File: src/rtl/alu_serial_nbit.sv
// alu_serial_nbit
//   WIDTH-bit ALU built around a single 1-bit slice (AND/OR/XOR/full-add).
//   Operands are processed LSB-first, one bit per clock, so a result takes
//   WIDTH cycles. SUB is done as a + ~b + 1 through the same adder slice.
//
// Ports
//   clk, rst_n           clock, async active-low reset
//   in_valid / in_ready  operand handshake (in_ready only in IDLE)
//   a, b, cin, op        operands, carry-in (ADD only), opcode
//                        000 AND, 001 OR, 010 XOR, 011 ADD, 100 SUB, else reserved
//   out_valid/out_ready  result handshake
//   result               operation result
//   cout, ovf            carry-out / signed overflow (ADD/SUB only)
//   zero                 result == 0
//   op_err               reserved opcode was issued
module alu_serial_nbit #(
  parameter int WIDTH = 8
) (
  input  logic             clk,
  input  logic             rst_n,
  input  logic             in_valid,
  output logic             in_ready,
  input  logic [WIDTH-1:0] a,
  input  logic [WIDTH-1:0] b,
  input  logic             cin,
  input  logic [2:0]       op,
  output logic             out_valid,
  input  logic             out_ready,
  output logic [WIDTH-1:0] result,
  output logic             cout,
  output logic             zero,
  output logic             ovf,
  output logic             op_err
);

  localparam int CW = (WIDTH > 1) ? $clog2(WIDTH) : 1;

  localparam logic [2:0] OP_AND = 3'b000;
  localparam logic [2:0] OP_OR  = 3'b001;
  localparam logic [2:0] OP_XOR = 3'b010;
  localparam logic [2:0] OP_ADD = 3'b011;
  localparam logic [2:0] OP_SUB = 3'b100;

  typedef enum logic [1:0] {IDLE = 2'd0, BUSY = 2'd1, DONE = 2'd2} state_t;

  state_t state_q, state_d;

  logic [WIDTH-1:0] a_q, a_d;
  logic [WIDTH-1:0] b_q, b_d;
  logic [2:0]       op_q, op_d;
  logic             carry_q, carry_d;
  logic [CW-1:0]    cnt_q, cnt_d;
  logic [WIDTH-1:0] res_q, res_d;
  logic             cout_q, cout_d;
  logic             zero_q, zero_d;
  logic             ovf_q, ovf_d;
  logic             op_err_q, op_err_d;

  logic accept;
  logic last_bit;
  logic a_bit, b_bit, s_bit, c_out;
  logic is_arith;

  assign accept   = (state_q == IDLE) && in_valid;
  assign last_bit = (state_q == BUSY) && (cnt_q == CW'(WIDTH - 1));

  // ---------------- FSM: state register ----------------
  always_ff @(posedge clk or negedge rst_n) begin
    if (!rst_n) state_q <= IDLE;
    else        state_q <= state_d;
  end

  // ---------------- FSM: next state ----------------
  always_comb begin
    state_d = state_q;
    case (state_q)
      IDLE:    if (in_valid)  state_d = BUSY;
      BUSY:    if (last_bit)  state_d = DONE;
      DONE:    if (out_ready) state_d = IDLE;
      default:                state_d = IDLE;
    endcase
  end

  // ---------------- FSM: outputs ----------------
  always_comb begin
    in_ready  = (state_q == IDLE);
    out_valid = (state_q == DONE);
  end

  // ---------------- bit slice ----------------
  always_comb begin
    a_bit    = a_q[cnt_q];
    b_bit    = b_q[cnt_q];
    is_arith = (op_q == OP_ADD) || (op_q == OP_SUB);
    c_out    = (a_bit & b_bit) | (carry_q & (a_bit ^ b_bit));
    case (op_q)
      OP_AND:         s_bit = a_bit & b_bit;
      OP_OR:          s_bit = a_bit | b_bit;
      OP_XOR:         s_bit = a_bit ^ b_bit;
      OP_ADD, OP_SUB: s_bit = a_bit ^ b_bit ^ carry_q;
      default:        s_bit = 1'b0;  // reserved ops yield zero
    endcase
  end

  // ---------------- datapath next state ----------------
  always_comb begin
    a_d      = a_q;
    b_d      = b_q;
    op_d     = op_q;
    carry_d  = carry_q;
    cnt_d    = cnt_q;
    res_d    = res_q;
    cout_d   = cout_q;
    zero_d   = zero_q;
    ovf_d    = ovf_q;
    op_err_d = op_err_q;

    if (accept) begin
      a_d      = a;
      // SUB is a + ~b + 1: invert b here and seed the carry with 1
      b_d      = (op == OP_SUB) ? ~b : b;
      op_d     = op;
      carry_d  = (op == OP_ADD) ? cin : (op == OP_SUB);
      cnt_d    = '0;
      res_d    = '0;
      cout_d   = 1'b0;
      zero_d   = 1'b0;
      ovf_d    = 1'b0;
      op_err_d = 1'b0;
    end else if (state_q == BUSY) begin
      // LSB-first: new bit enters at the MSB, after WIDTH shifts bit 0 sits at the LSB
      res_d = {s_bit, res_q[WIDTH-1:1]};
      if (is_arith) carry_d = c_out;
      cnt_d = cnt_q + CW'(1);
      if (last_bit) begin
        cout_d   = is_arith & c_out;
        // carry_q is the carry into the MSB at this point
        ovf_d    = is_arith & (carry_q ^ c_out);
        zero_d   = (res_d == '0);
        op_err_d = (op_q > OP_SUB);
      end
    end
  end

  always_ff @(posedge clk or negedge rst_n) begin
    if (!rst_n) begin
      a_q      <= '0;
      b_q      <= '0;
      op_q     <= '0;
      carry_q  <= 1'b0;
      cnt_q    <= '0;
      res_q    <= '0;
      cout_q   <= 1'b0;
      zero_q   <= 1'b0;
      ovf_q    <= 1'b0;
      op_err_q <= 1'b0;
    end else begin
      a_q      <= a_d;
      b_q      <= b_d;
      op_q     <= op_d;
      carry_q  <= carry_d;
      cnt_q    <= cnt_d;
      res_q    <= res_d;
      cout_q   <= cout_d;
      zero_q   <= zero_d;
      ovf_q    <= ovf_d;
      op_err_q <= op_err_d;
    end
  end

  assign result = res_q;
  assign cout   = cout_q;
  assign zero   = zero_q;
  assign ovf    = ovf_q;
  assign op_err = op_err_q;

endmodule

File: config.mk
export PLATFORM = sky130hd
export DESIGN_NAME = alu_serial_nbit
export DESIGN_NICKNAME = d
export VERILOG_FILES = /design/src/rtl/alu_serial_nbit.sv
export SDC_FILE = /design/constraint.sdc
export NUM_CORES = 1
export LEC_CHECK = 0
export CORE_MARGIN = 2
export CORE_UTILIZATION = 35
export CTS_CLUSTER_DIAMETER = 30
export CTS_CLUSTER_SIZE = 16
export DETAILED_ROUTE_END_ITERATION = 10
export GPL_TIMING_DRIVEN = 0
export HOLD_SLACK_MARGIN = 0.06
export PLACE_DENSITY = 0.62
export SLEW_MARGIN = 0
export SYNTH_ARGS = -nofsm -noshare
export SYNTH_HDL_FRONTEND = slang
export SYNTH_SLANG_ARGS = --single-unit
File: constraint.sdc
create_clock -name clk -period 3.61 [get_ports clk]
set_input_delay 0.5415 -clock clk [delete_from_list [all_inputs] [get_ports clk]]
set_output_delay 0.5415 -clock clk [all_outputs]
set_load 0.005 [all_outputs]
==> summary.md <==
| Metric | Value |
|---|---|
| Yosys reg bits | 37 |
| YS warnings | 0 |
| Setup violators final | 0 |
| Worst-Margin Slew | 0.829 ns |
| Post-route ant nets | 0 |
| Cell count after synthesis | 191 |
| Starting density of the core | 35.8% |
| Vias per std cell | 4.73 |
| Antenna diodes | 0 |
| Port Buffer Count | 37 |
| Clock-pin slew on the worst setup and hold paths | 0.08 ns |
| R2R depth | 9 |
| Post-CTS resize count | 0 |
| First-pass GRT wire length | 7.16 mm |
| Hold Fails Final Rpt | 0 |
| Num ports | 38 |
| Largest net degree at the start of global routing | 38 |
| TritonCTS Buffers | 5 |
| Remaining DRCs | 0 |
| Netlist cell types | 33 |
| Initial DRC count | between 50 and 60 |
| Vias | 1,446 |
| Sequential share of the synthesized area | roughly half |
| CP Capture Type | register |
| Tcrit/Tclk final | 75.1% |
| Share of cells above drive strength 1 | roughly 8.1% |
| FMAX | 369 MHz |
| Asr flop ratio synth | 100% |
| CP Cell Sequence | buf_6 > mux4_2 > mux2i_1 > inv_1 > fa_1 > mux2_2 > a32oi_1 > o21ai_1 > o2bb2ai_1 |
| # hold bufs at CTS | 0 |
| CP peak stage delay | 0.50 ns |
| Area Overhead vs Synth | 29.7% |
| CP max FO | 6 |
| Power Dens Cells | slightly above 800 mW/mm^2 |
| Die area | 0.00579 mm^2 |
| Clk_skew | 0.00709 ns |
| Post-CTS setup repair buffer count | 0 |
| Slew Limit Fails | 0 |
| First-pass detailed-route iteration total | 4 |
| Max cap viols | 0 |
| WL/cell | 13.0 um |
| Post-synth EDFFs | 0 |
| Pwr Total | 1940 uW |
| Final worst path period need | between 2 and 3 ns |
| Critical Path Start Type | register |
| Core Box Area | 0.00507 mm^2 |
| Clock Sinks | 37 |
| Post-DP HPWL | 2.80 mm |
| Total GRT Usage | 15.4% |
| H-tree depth | 2 |
| Setup_tns | 0 ns |
| Status | completed |
| Family with the most delay on the worst path | multiplexers |
| Critical Path AT | between 2 and 3 ns |
| Worst vdd ir | 0.000346 V |
| Worst hold-check path type | input pin to asynchronous set/reset pin |
| Syn Nets | 220 |
| Skew-Pair Late Insertion Delay | 0.29 ns |
| Critical path class | register to register |
| Final Non-Filler Cells | ~310 |
| Vias in the first global route | approximately 1.5k |
| CTS tree | done |
| Leakage | 0.00105 uW |
| Slew Limit Headroom | 44.7% |
| Start of the worst register-to-register path | cnt_q[0] |
| RePlAce Congestion | 0.777 |
| Final WL | 3.99 mm |
| Post-Synthesis Cell Area | 0.00182 mm^2 |
| Core Rows | 26 |
| RSZ-0062 raised after global routing | no |
| Nets | 264 |
| Crit path required time | 3.78 ns |
| Most common flop cell mapped by yosys | dfrtp_1 |
| Total grt overflow | 0 |
| Die width | 76.1 um |
| Final Cell Area | 0.00236 mm^2 |
| Initial antenna violation count | 0 |
| Die Ht | 76.1 um |
| Worst path bufs/invs | 2 |
| Slowest cell on crit path | mux4_2 |
| Dpl cells | 298 |
| Placed inst area | 0.00227 mm^2 |
| CTS root buf | clkbuf_8 |
| Reg-to-reg endpoint | result[7] |
| Reg2Reg Setup Slack | around 0.90 ns |
| Worst-case clock buffer depth | 2 |
| Post-synthesis average cell area | 9.52 um^2 |
## flip-flops by register name (all words and copies together) (netlist names)
name     flops
a_q          8
cout         1
b_q          8
op_q         3
carry_q      1
state_q      2
cnt_q        3
result       8
op_err       1
ovf          1
zero         1
## synth_stat cells (all sizes together), types with 2 or more instances
cell type,instances,area [um^2]
nor3,2,10.0
inv,4,15.0
mux4,4,90.1
buf,5,31.3
o21ai,25,125
ha,4,50.1
nand2,62,233
mux2i,2,20.0
a21oi,4,20.0
nor2,3,11.3
nand3,3,15.0
clkbuf,5,18.8
nand4,3,18.8
xnor2,8,70.1
nor3b,2,15.0
a31oi,2,12.5
nand2b,3,18.8
dfrtp,37,926
## per-stage QoR
step | utilization (%) | hold slack (ns) | setup slack, ns
final | 46.4 | 0.344 | 0.900
after global routing | 46.4 | 0.413 | 0.715
after CTS | 46.4 | 0.381 | 0.914
after detailed placement | 44.7 | 0.461 | 0.940
after global placement | 44.8 | 0.458 | 0.980
after floorplan | - | 0.246 | 1.19
## placed cells by master, fill, tap and decap left out
cell	netlist	routed
dfrtp_1	37	37
nand4_1	3	3
xor2_1	1	1
ha_1	4	4
nor3_1	2	2
clkinvlp_4	0	1
and2b_1	1	1
o21ai_1	9	9
and3b_1	1	1
inv_1	4	4
mux2_2	1	1
a32oi_1	1	1
clkbuf_8	0	5
mux2i_1	2	2
clkinv_2	0	2
clkdlybuf4s50_1	0	36
and4b_1	1	1
nand2_1	62	62
nor3b_1	2	2
a21o_1	1	1
xnor2_1	8	8
nand3_1	3	3
buf_2	4	5
fa_1	1	1
a31oi_1	2	2
buf_6	1	1
o2bb2ai_1	1	1
a211oi_1	1	1
clkbuf_1	5	5
a21oi_1	4	4
o21ai_0	16	16
mux4_2	4	4
nor4_1	1	1
nor2_1	3	3
nor2b_1	1	1
nand2b_1	3	3
and2_1	1	1
## how the worst max path moves through the flow
stage                         from        end  cells after the start
after floorplan           cnt_q[0]  result[7]                      9
after global placement    cnt_q[0]  result[7]                      9
after detailed placement  cnt_q[0]  result[7]                      9
after CTS                 cnt_q[0]  result[7]                      9
after global routing      cnt_q[0]  result[7]                      9
final                     cnt_q[0]  result[7]                      9
## metal layers
layer	wire length [um]	vias to the layer above	GRT usage, %
met5	0	-	0
met4	53	0	5.45
met3	110	4	3.32
met2	1890	24	25.0
met1	1930	688	20.5
li1	-	730	-
## power by group
part	internal, uW	leakage [uW]	total (uW)	switching (uW)
sequential	602	0.000470	757	155
clock	133	0.0000439	282	149
combinational	466	0.000539	906	439
total	1200	0.00105	1940	743
## final cells by class
class | count | area [um^2]
Fill cell | 503 | 2720
Sequential cell | 37 | 926
Multi-Input combinational cell | 140 | 827
Timing Repair Buffer | 37 | 365
Tap cell | 70 | 87.6
Clock buffer | 5 | 68.8
Buffer | 10 | 50.0
Clock inverter | 3 | 17.5
Inverter | 4 | 15.0
## logic make-up after synthesis
family,synth area share [%]
AO/OA/AOI/OAI,10.5
adder cells (fa/ha/maj),3.85
buffers and inverters,3.58
XOR/XNOR,4.34
multiplexers,6.68
AND/OR/NAND/NOR,20.2
flip-flops,50.9
(Power assumes the default switching activity.)
